### src/rtl/spi_mem_loader.sv
// spi_mem_loader: mode-0 SPI slave that loads and inspects RAM port B.
// SPI pins are oversampled in the clk domain; sclk is never a clock.
module spi_mem_loader #(
  parameter int SYNC_STAGES = 2,
  parameter bit HOLD_RESET  = 1'b1
) (
  input  logic        clk,
  input  logic        rst_n,
  input  logic        spi_sclk,
  input  logic        spi_cs_n,
  input  logic        spi_mosi,
  output logic        spi_miso,
  output logic        spi_miso_oe,
  output logic        we_b,
  output logic [31:0] addr_b,
  output logic [31:0] wd_b,
  input  logic [31:0] rd_b,
  output logic        cpu_hold,
  output logic        busy
);

  typedef enum logic [2:0] {
    IDLE,
    CMD,
    ADDR_WR,
    ADDR_RD,
    WDATA,
    DUMMY,
    RDATA,
    IGNORE
  } state_t;

  state_t state_q, state_d;

  logic [SYNC_STAGES-1:0] sclk_ff, cs_ff, mosi_ff;
  logic        sclk_q, cs_q;
  logic        sclk_s, cs_s, mosi_s;
  logic        rise, fall, cs_fall, cs_rise;
  logic [4:0]  bit_cnt;
  logic        len8, last_bit;
  logic [30:0] sh_in;
  logic [7:0]  byte_in;
  logic [31:0] word_in;
  logic [31:0] addr_q, addr_nx;
  logic [31:0] sh_out, pf;
  logic [1:0]  cap_q;
  logic        load_pend;

  assign sclk_s  = sclk_ff[SYNC_STAGES-1];
  assign cs_s    = cs_ff[SYNC_STAGES-1];
  assign mosi_s  = mosi_ff[SYNC_STAGES-1];
  assign rise    = sclk_s & ~sclk_q;
  assign fall    = ~sclk_s & sclk_q;
  assign cs_fall = ~cs_s & cs_q;
  assign cs_rise = cs_s & ~cs_q;

  assign busy        = ~cs_s;
  assign spi_miso_oe = ~cs_s;
  assign spi_miso    = (state_q == RDATA) & sh_out[31];

  assign len8     = (state_q == CMD) || (state_q == DUMMY);
  assign last_bit = rise && (len8 ? (bit_cnt == 5'd7) : (bit_cnt == 5'd31));
  assign byte_in  = {sh_in[6:0], mosi_s};
  assign word_in  = {sh_in, mosi_s};
  assign addr_nx  = addr_q + 32'd4;

  // Synchronise SPI pins and keep previous levels for edge detection
  always_ff @(posedge clk or negedge rst_n) begin
    if (!rst_n) begin
      sclk_ff <= '0;
      cs_ff   <= '1;
      mosi_ff <= '0;
      sclk_q  <= 1'b0;
      cs_q    <= 1'b1;
    end else begin
      sclk_ff <= {sclk_ff[SYNC_STAGES-2:0], spi_sclk};
      cs_ff   <= {cs_ff[SYNC_STAGES-2:0], spi_cs_n};
      mosi_ff <= {mosi_ff[SYNC_STAGES-2:0], spi_mosi};
      sclk_q  <= sclk_s;
      cs_q    <= cs_s;
    end
  end

  // FSM state register
  always_ff @(posedge clk or negedge rst_n) begin
    if (!rst_n) state_q <= IDLE;
    else        state_q <= state_d;
  end

  // Next-state decode; a cs rise always returns to IDLE
  always_comb begin
    state_d = state_q;
    unique case (state_q)
      IDLE:    if (cs_fall) state_d = CMD;
      CMD: begin
        if (last_bit) begin
          case (byte_in)
            8'h02:   state_d = ADDR_WR;
            8'h03:   state_d = ADDR_RD;
            default: state_d = IGNORE;
          endcase
        end
      end
      ADDR_WR: if (last_bit) state_d = WDATA;
      ADDR_RD: if (last_bit) state_d = DUMMY;
      DUMMY:   if (last_bit) state_d = RDATA;
      WDATA, RDATA, IGNORE: ;
    endcase
    if (cs_rise) state_d = IDLE;
  end

  // Bit counter and MOSI shift register
  always_ff @(posedge clk or negedge rst_n) begin
    if (!rst_n) begin
      bit_cnt <= '0;
      sh_in   <= '0;
    end else begin
      if (rise) sh_in <= word_in[30:0];
      if (cs_fall || cs_rise || last_bit) bit_cnt <= '0;
      else if (rise)                      bit_cnt <= bit_cnt + 5'd1;
    end
  end

  // RAM port, address, read pipeline, MISO shifter and CPU hold
  always_ff @(posedge clk or negedge rst_n) begin
    if (!rst_n) begin
      we_b      <= 1'b0;
      addr_b    <= '0;
      wd_b      <= '0;
      addr_q    <= '0;
      cap_q     <= '0;
      pf        <= '0;
      sh_out    <= '0;
      load_pend <= 1'b0;
      cpu_hold  <= HOLD_RESET;
    end else begin
      we_b  <= 1'b0;
      cap_q <= {cap_q[0], 1'b0};
      if (cap_q[1]) pf <= rd_b;
      if (cs_fall) begin
        sh_out    <= '0;
        load_pend <= 1'b0;
      end
      unique case (1'b1)
        last_bit && state_q == CMD: begin
          if (byte_in == 8'hA0)      cpu_hold <= 1'b1;
          else if (byte_in == 8'hA1) cpu_hold <= 1'b0;
        end
        last_bit && state_q == ADDR_WR: begin
          addr_q <= {word_in[31:2], 2'b00};
        end
        last_bit && state_q == ADDR_RD: begin
          addr_q <= {word_in[31:2], 2'b00};
          addr_b <= {word_in[31:2], 2'b00};
          cap_q  <= {cap_q[0], 1'b1};
        end
        last_bit && state_q == WDATA: begin
          we_b   <= 1'b1;
          wd_b   <= word_in;
          addr_b <= addr_q;
          addr_q <= addr_nx;
        end
        last_bit && state_q == DUMMY: begin
          load_pend <= 1'b1;
        end
        last_bit && state_q == RDATA: begin
          addr_q    <= addr_nx;
          addr_b    <= addr_nx;
          cap_q     <= {cap_q[0], 1'b1};
          load_pend <= 1'b1;
        end
        fall && state_q == RDATA: begin
          if (load_pend) begin
            sh_out    <= pf;
            load_pend <= 1'b0;
          end else begin
            sh_out <= {sh_out[30:0], 1'b0};
          end
        end
        default: ;
      endcase
    end
  end

endmodule

### config.mk
export PLATFORM = sky130hd
export DESIGN_NAME = spi_mem_loader
export DESIGN_NICKNAME = d
export VERILOG_FILES = /design/src/rtl/spi_mem_loader.sv
export SDC_FILE = /design/constraint.sdc
export NUM_CORES = 1
export LEC_CHECK = 0
export CAP_MARGIN = 20
export CORE_MARGIN = 5
export CORE_UTILIZATION = 45
export DETAILED_ROUTE_END_ITERATION = 7
export GPL_TIMING_DRIVEN = 0
export MAX_ROUTING_LAYER = met4
export PLACE_DENSITY = 0.66
export SLEW_MARGIN = 0
export SYNTH_ARGS = -nofsm -noshare
export SYNTH_HDL_FRONTEND = slang
export SYNTH_SLANG_ARGS = --single-unit
### constraint.sdc
create_clock -name clk -period 3.4 [get_ports clk]
set_clock_uncertainty 0.2 [all_clocks]
set_input_delay 0.51 -clock clk [delete_from_list [all_inputs] [get_ports clk]]
set_output_delay 0.51 -clock clk [all_outputs]
set_load 0.02 [all_outputs]
# Yosys cells after proc, flatten, opt, wreduce, memory -nomap -nowiden
# Cells that the tools add are included.
# word_totals
ff_bits,212
# op_classes
n_addsub,2
eq_ne,17
n_mux,23
n_bitwise,9
reduce_logical,24
# ops
operator,n
two-way mux 32 bit,3
one-hot mux 32 bit (3 select lines),1
one-hot mux 32 bit (2 select lines),1
adder 32 x 3 -> 32 bit (second input constant),1
two-way mux 3 bit,6
== test 8 x 2 -> 1 bit (second input constant),2
== test 8 bit (second input constant),2
!= test 3 bit (second input constant),5
one-hot mux 3 bit (5 select lines),1
two-way mux 5 bit,2
== test 3 bit (second input constant),3
logical AND 1 bit,8
nonzero test 2 bit,4
OR reduction 2 bit,4
two-way mux 1 bit,7
== test 3 x 2 -> 1 bit (second input constant),2
one-hot mux 3 bit (2 select lines),1
AND reduction 6 bit,1
nonzero test 6 bit,1
adder 5 x 1 -> 5 bit (second input constant),1
bitwise AND 1 bit,5
== test 5 x 3 -> 1 bit (second input constant),1
== test 5 bit (second input constant),1
NOT 1 bit,4
6 further kinds,8

# Longest topological paths before layout
# Gate-level depths: netlist of the first run.
# logic_depth
word_depth,7
ltp_mapped,8

# Least setup slack after synthesis of the first run
# Ideal clock, no wire load.
# synth_timing
path_kind,flip-flop to flip-flop
start,register addr_q[2]
end,register addr_b[28]
arrival_time_ns,2.100
required_time_ns,3.134
setup_slack_ns,1.033
stages_incl_launch_ff,8
path_buffers,1
period_less_slack_ns,2.367
path_cell_list,dfrtp_1 -> ha_1 -> nand4_1 -> or3_1 -> buf_2 -> or4_1 -> a21oi_1 -> o32a_1
# synth_via
elab_chain_len,2
# synth_lines
element,line_no,rtl
start: declaration,44,"logic [31:0] addr_q, addr_nx;"
start signal: assignment,150,"addr_q <= {word_in[31:2], 2'b00};"
start signal: assignment,153,"addr_q <= {word_in[31:2], 2'b00};"
start signal: assignment,161,addr_q <= addr_nx;
adder 32 x 3 -> 32 bit,65,assign addr_nx = addr_q + 32'd4;
one-hot mux 32 bit (3 select lines),144,unique case (1'b1)
end signal: assignment,154,"addr_b <= {word_in[31:2], 2'b00};"
end signal: assignment,160,addr_b <= addr_q;
end signal: assignment,168,addr_b <= addr_nx;
end: declaration,15,"output logic [31:0] addr_b,"
# Every way passes these cells.
# A chain may end at the register's enable or synchronous reset.

# Worst setup path after layout of the first run
# layout_timing
start,register state_q[1]
end,output spi_miso
# layout_via
elab_chain_len,2
# layout_lines
element,line_no,rtl
start: declaration,33,"state_t state_q, state_d;"
start signal: assignment,87,else state_q <= state_d;
== test 3 bit,59,assign spi_miso = (state_q == RDATA) & sh_out[31];
bitwise AND 1 bit,59,
end: declaration,12,"output logic spi_miso,"
# Every way passes these cells.

==> flow_summary_export.csv, run 1 <==
group,metric,value,unit
finish,nets,1093,
logic_synthesis,syn_area,0.009842,mm^2
detailed_routing,dr.pass1.iters,5,
sta,maxSlewViolCount,0,
sta,min_period,3.278,ns
grt,met2_usage,33.38,%
detailed_routing,dr.first_iter.drc_count,588,
setup_path,slowest_delay,0.65,ns
finish,multi_input_area,0.004242,mm^2
grt,track_usage,22.38,%
clocking,clkTransAtPathRegs,0.06,ns
logic_synthesis,synth-edff-count,0,
grt,overflow,0,
grt,antenna_found_initial,0,
grt,met3_usage,3.253,%
logic_synthesis,yosys_warnings,0,
clocking,cts_root_buf,"clkbuf_16",
logic_synthesis,synth.area.top_cells,"dfrtp_1 (52%), mux2_2 (11%), o21ai_0 (4.5%)",
setup_path,setup.worst_path.start_class,"flip-flop",
setup_path,critPathKind,"reg2out",
logic_synthesis,syn_area_per_cell,10.70,um^2
finish,area_growth_syn_to_layout,22.78,%
floorplan,core-area,0.02169,mm^2
grt,grt_max_degree,114,
sta,period_share,96.40,%
detailed_routing,viasPerCell,5.744,
sta,tightest_slew,1.048,ns
sta,slew_headroom,29.42,%
clocking,cts_made_buffers,24,
clocking,cts_tree,"yes",
grt,grt_pass1_wl,43.37,mm
logic_synthesis,async_flop_share,100.0,%
finish,diodes,0,
grt,grt_pass1_vias,7856,
sta,fin_worst_hold_slack,0.1477,ns
setup_path,worstPathMaxFanout,19,
placement,gp_congestion,0.9363,
placement,pre_cts_slack,-0.03943,ns
detailed_routing,vias,7748,
logic_synthesis,synth_nets,961,
setup_path,required,2.69,ns
setup_path,critPathSlowestCell,"clkdlybuf4s50_1",
finish,drive_gt1_share,16.09,%
clocking,htreeDepth,1,
job,drv_cap,0,
logic_synthesis,ys_ff_latch,209,
detailed_routing,remaining_drc_errors,0,
finish,final_util,55.72,%
placement,port_buffers,105,
detailed_routing,drt_wl_total,26.56,mm
setup_path,cp.arrival,2.57,ns
sta,rsz0062_at_grt,"false",
floorplan,die_x,157.9,um
clocking,clockBufferDepth,3,
sta,fin_ws,0.1223,ns
logic_synthesis,yosys.cell_count.top_type,"dfrtp_1",
floorplan,die_y,157.9,um
logic_synthesis,seq_area_frac_synth,53.19,%
grt,grt_use_met1,32.19,%
sta,setup_viol,0,
clocking,clock_sinks,209,
grt,grt_busiest_layer,"met2",
placement,placed_area,0.01128,mm^2
power,power_density,459.2,mW/mm^2
sta,finalHoldViolCount,0,
detailed_routing,wire_per_inst,19.69,um
detailed_routing,drtAntennaViolNets,0,
floorplan,num_io_pins,106,
floorplan,rows,54,
logic_synthesis,synth-main-ff-cell,"dfrtp_1",
power,peakVddDrop,0.0003513,V
clocking,cts_setup_buffers,0,
setup_path,end_kind,"output port",
logic_synthesis,synthDistinctLibCells,63,
sta,max_clock_freq,0.3051,GHz
placement,hpwl,17.74,mm
finish,seq_area,0.005235,mm^2
floorplan,start_util,45.38,%
logic_synthesis,synth_top_cell_by_area,"dfrtp_1",
logic_synthesis,netlist.area_leader.share,52.12,%
floorplan,dieArea,0.02493,mm^2
finish,fin_area,0.01208,mm^2
finish,n_fill_cell,1897,
clocking,clock_latency,0.52,ns
logic_synthesis,syn_inst,920,
logic_synthesis,ys_top_cells_by_count,"dfrtp_1 (205), mux2_2 (94), o21ai_0 (89)",
outcome,status,"finished, final reports clean",
setup_path,cp_cell_sequence,"clkbuf_1 -> clkbuf_4 -> and3_1 -> clkdlybuf4s50_1",
worst_hold_path,hold_path_class,"reg2reg",
power,p_leak,5.102,nW
-- power breakdown --
part / switching [mW] / internal, mW / total (mW) / leakage [nW]
Sequential: 0.134 / 2.57 / 2.71 / 2.87
Combinational: 0.129 / 0.136 / 0.265 / 1.83
Clock: 1.02 / 1.56 / 2.58 / 0.395
Total: 1.28 / 4.27 / 5.55 / 5.10
-- sequential cells by signal, indices dropped and copies added, names as in the netlist, 3 cells and up --
name	flops
addr_b	31
wd_b	32
sh_out	32
addr_q	30
sh_in	31
state_q	3
pf	32
bit_cnt	5
-- area by class of cell --
type,instances,area share [%]
multi-input cells,625,35.10
clock buffers,33,5.664
plain buffers,71,2.589
flip-flops and latches,209,43.32
inverters,14,0.4349
repair buffers,107,9.049
well taps,280,2.899
clock inverters,10,0.9422
-- final timing paths --
check / cells after the start / slack [ns] / start / endpoint
setup / recovery: 4 / 0.12 / state_q[1] / spi_miso
hold / removal: 0 / 0.15 / cap_q[0] / cap_q[1]
setup reg to reg: 6 / 0.18 / state_q[2] / wd_b[1]
hold reg to reg: 0 / 0.15 / cap_q[0] / cap_q[1]
max in group asynchronous: 3 / 1.60 / rst_n / sh_in[28]
min in group asynchronous: 2 / 0.39 / rst_n / wd_b[8]
-- per-stage QoR --
| step | setup TNS (ns) | std cells | power, mW |
|---|---|---|---|
| after floorplan | 0 | 920 | 2.830 |
| after global placement | -1529.72 | 1305 | 3.012 |
| after detailed placement | -0.03943 | 1306 | 3.019 |
| after CTS | 0 | 1349 | 5.619 |
| after global routing | 0 | 1349 | 5.775 |
| final | 0 | 1349 | 5.549 |
-- cell usage in the layout, fill, tap and decap left out, types with 4 or more instances in the layout --
master and n:
dfstp_2 4, buf_4 4, ha_1 4, a311oi_1 7
mux2_2 94, mux2i_1 35, buf_1 9, o21ai_0 89
a21oi_1 38, o22ai_1 10, or4_1 4, clkdlybuf4s50_1 104
o31ai_1 6, o32a_1 5, clkbuf_16 24, and2_1 7
a31oi_1 7, nand2b_1 5, o211ai_1 8, xnor2_1 9
dfrtp_1 205, clkbuf_1 49, or3_1 4, nand4_1 12
buf_2 10, nor2_1 58, xor2_1 9, a221oi_1 5
inv_1 14, o32ai_1 5, clkinv_2 6, o221a_2 4
nor3_1 18, and3_1 7, clkbuf_8 5, nand3_1 57
nor4_1 7, nand2_1 69
-- what timing repair did --
item	CTS	global route
endpoints found under the setup margin	1	0
hold endpoints to repair	92	0
resized for setup	2	0
hold buffers	1	0
-- per-layer routing --
metal  wire, um  part of all wire [%]
met4        699                   2.6
met2      11880                    45
met5          0                     0
met1      12300                    46
met3       1676                   6.3
-- worst max-delay path: cells and delay by family (launching register included) --
family / cells / cell delay (ns)
buf+inv: 3 / 1.48
simple gates: 1 / 0.20
flops: 1 / 0.36
-- cell families (layout without fill, tap and decap cells) --
logic type	count (synthesis)	count (layout)	synth area share, %
and+or+nand+nor	272	272	14.02
DFF	209	209	53.19
AOI/OAI and AO/OA	202	202	12.65
muxes	129	129	14.31
buffers and inverters	86	235	3.712
xor gates and xnor gates	18	18	1.602
adders and majority gates	4	4	0.5085
Note: power is estimated with default switching activity, not from simulation.
==> run 2, diff against run 1 <==
--- a/config.mk
+++ b/config.mk
@@ -5,13 +5,16 @@
 export SDC_FILE = /design/constraint.sdc
 export NUM_CORES = 1
 export LEC_CHECK = 0
+export ABC_AREA = 1
 export CAP_MARGIN = 20
+export CORE_ASPECT_RATIO = 0.5
 export CORE_MARGIN = 5
 export CORE_UTILIZATION = 45
 export DETAILED_ROUTE_END_ITERATION = 7
 export GPL_TIMING_DRIVEN = 0
 export MAX_ROUTING_LAYER = met4
 export PLACE_DENSITY = 0.66
+export SKIP_LAST_GASP = 1
 export SLEW_MARGIN = 0
 export SYNTH_ARGS = -nofsm -noshare
 export SYNTH_HDL_FRONTEND = slang
==> flow_summary_export.csv, run 2 <==
group,metric,value,unit
clocking,clock_sinks,209,
clocking,htreeDepth,1,
sta,period_share,87.23,%
floorplan,rows,38,
logic_synthesis,syn_area_per_cell,8.299,um^2
job,drv_cap,0,
setup_path,setup.worst_path.start_class,"flip-flop",
finish,diodes,0,
grt,antenna_found_initial,0,
logic_synthesis,yosys.cell_count.top_type,"nand2_1",
detailed_routing,wire_per_inst,16.68,um
detailed_routing,viasPerCell,5.185,
worst_hold_path,worstHoldEndpoint,"mosi_ff[1]",
outcome,status,"finished, final reports clean",
finish,final_cell_mix,"nand2_1 (369), dfrtp_1 (205), nand3_1 (109), inv_1 (108), nor2_1 (106)",
setup_path,slowest_delay,0.67,ns
clocking,clock_latency,0.50,ns
logic_synthesis,syn_inst,1198,
worst_hold_path,hold_depth,0,
placement,gp_congestion,0.9507,
clocking,clkTransAtPathRegs,0.07,ns
sta,setup_viol,0,
finish,multi_input_area,0.003980,mm^2
power,p_leak,5.527,nW
power,finalPower,5.344,mW
placement,hpwl,19.80,mm
finish,biggestRegsByFlops,"pf x32, sh_out x32, wd_b x32",
detailed_routing,vias,8508,
grt,track_usage,22.74,%
clocking,clockBufferDepth,3,
setup_path,end_kind,"output port",
logic_synthesis,ys_top_cells_by_count,"nand2_1 (369), dfrtp_1 (205), nand3_1 (109)",
finish,nets,1368,
sta,rsz0062_at_grt,"false",
setup_path,r2r_end,"wd_b[7]",
grt,grt_pass1_wl,44.73,mm
worst_hold_path,hp-start,"mosi_ff[0]",
finish,final_common_cell,"nand2_1",
clocking,cts_made_buffers,20,
sta,min_period,2.966,ns
logic_synthesis,yosys_warnings,0,
finish,n_fill_cell,2033,
setup_path,critPathTopFamily,"buffers and inverters",
setup_path,reg2reg_from,"sclk_q",
detailed_routing,dr.pass1.iters,5,
logic_synthesis,synth.area.top_cells,"dfrtp_1 (52%), nand2_1 (14%), nand3_1 (5.5%)",
setup_path,r2r_cells,8,
clocking,cts_tree,"yes",
sta,finalHoldViolCount,0,
floorplan,core-area,0.02168,mm^2
setup_path,cp_cell_sequence,"inv_2 -> nand3_1 -> nor2_1 -> clkdlybuf4s50_1",
sta,tightest_slew,0.7419,ns
grt,grt_max_degree,112,
setup_path,required,2.69,ns
detailed_routing,drt_wl_total,27.37,mm
sta,maxSlewViolCount,0,
logic_synthesis,synth-edff-count,0,
finish,seq_area,0.005235,mm^2
clocking,cts_root_buf,"clkbuf_16",
finish,final_util,55.65,%
finish,drive_gt1_share,9.247,%
logic_synthesis,syn_area,0.009942,mm^2
detailed_routing,drtAntennaViolNets,0,
sta,slew_headroom,50.54,%
logic_synthesis,netlist.area_leader.share,51.60,%
floorplan,start_util,45.86,%
worst_hold_path,hold_path_class,"reg2reg",
setup_path,critPathKind,"reg2out",
detailed_routing,dr.first_iter.drc_count,702,
setup_path,critPathSlowestCell,"clkdlybuf4s50_1",
placement,port_buffers,105,
logic_synthesis,seq_area_frac_synth,52.66,%
floorplan,die_y,115.1,um
grt,overflow,0,
logic_synthesis,ys_ff_latch,209,
floorplan,die_x,220.2,um
logic_synthesis,synth-main-ff-cell,"dfrtp_1",
grt,grt_pass1_vias,8514,
setup_path,cp_num_buf_inv,2,
logic_synthesis,synth_top_cell_by_area,"dfrtp_1",
floorplan,num_io_pins,106,
setup_path,cp.arrival,2.26,ns
logic_synthesis,synthDistinctLibCells,43,
finish,area_growth_syn_to_layout,21.36,%
power,peakVddDrop,0.0002837,V
setup_path,worstPathMaxFanout,5,
logic_synthesis,synth_nets,1239,
detailed_routing,remaining_drc_errors,0,
sta,max_clock_freq,0.3372,GHz
power,power_density,442.9,mW/mm^2
floorplan,dieArea,0.02535,mm^2
setup_path,r2r_slack,0.98,ns
logic_synthesis,async_flop_share,100.0,%
[run 2: changes by cell type in the layout (fill, tap and decap cells not counted), sizes merged, moves of 19 or more]
cell	previous run	this run
a21oi	38	3
mux2i	35	0
nand2	69	372
nor2	58	111
inv	14	116
o21ai	89	108
mux2	94	31
clkbuf	79	54
o22ai	10	31
nand3	57	110
[run 2: layout make-up]
cell class	instances	share of cell area [%]
flip-flops and latches	209	43.39
multi-input cells	817	32.99
repair buffers	107	9.064
clock buffers	30	5.133
inverters	116	3.630
well taps	300	3.111
plain buffers	56	2.396
clock inverters	6	0.2904
[run 2: stage by stage]
stage	hold slack [ns]	worst slack [ns]	cell area, um^2	std cells	TNS (ns)
CTS	0.1520	0.4223	12070	1641	0
global route	0.1535	0.3165	12070	1641	0
global placement	0.1330	-7.189	11370	1603	-1485.57
detailed placement	0.1372	1.007	11400	1604	0
finish	0.1485	0.4342	12070	1641	0
floorplan	0.01441	1.482	9942	1198	0
[run 2: how the worst max path moves through the flow]
stage | from | end | slack, ns | cells past startpoint
2_1_floorplan | bit_cnt[0] | addr_b[7] | 1.48 | 10
3_3_place_gp | rst_n | wd_b[17] | -7.19 | 1
3_5_place_dp | sclk_q | addr_b[17] | 1.01 | 9
4_1_cts | state_q[0] | spi_miso | 0.42 | 4
5_1_grt | state_q[0] | spi_miso | 0.32 | 4
6_report | state_q[0] | spi_miso | 0.43 | 4
[run 2: repair_timing]
action                    4_1_cts  5_1_grt
hold buffers                    1        0
hold endpoints to repair       94        0
buffers inserted                0        0
gates resized for setup         0        0
[run 2: cells by family (layout without fill, tap and decap cells)]
kind of cell,Yosys count,after routing,share of synthesized area [%]
flip-flops,209,209,52.66
XOR/XNOR,9,9,0.7928
AO/OA/AOI/OAI,168,168,9.741
AND/OR/NAND/NOR,605,605,25.48
buffers and inverters,172,315,7.312
multiplexers,31,31,3.511
adder cells (fa/ha/maj),4,4,0.5034
[run 2: report_power, final]
group | switching [mW] | internal (mW) | total (mW)
Combinational | 0.304 | 0.156 | 0.460
Clock | 0.968 | 1.26 | 2.23
Sequential | 0.105 | 2.55 | 2.65
Total | 1.38 | 3.97 | 5.34
[run 2: metal layers]
layer | wire length [um] | global-route usage [%] | share of wire [%]
met1 | 13420 | 33.64 | 49
met2 | 11770 | 33.47 | 43
met3 | 1769 | 4.052 | 6.5
met4 | 405 | 3.781 | 1.5
met5 | 0 | - | 0
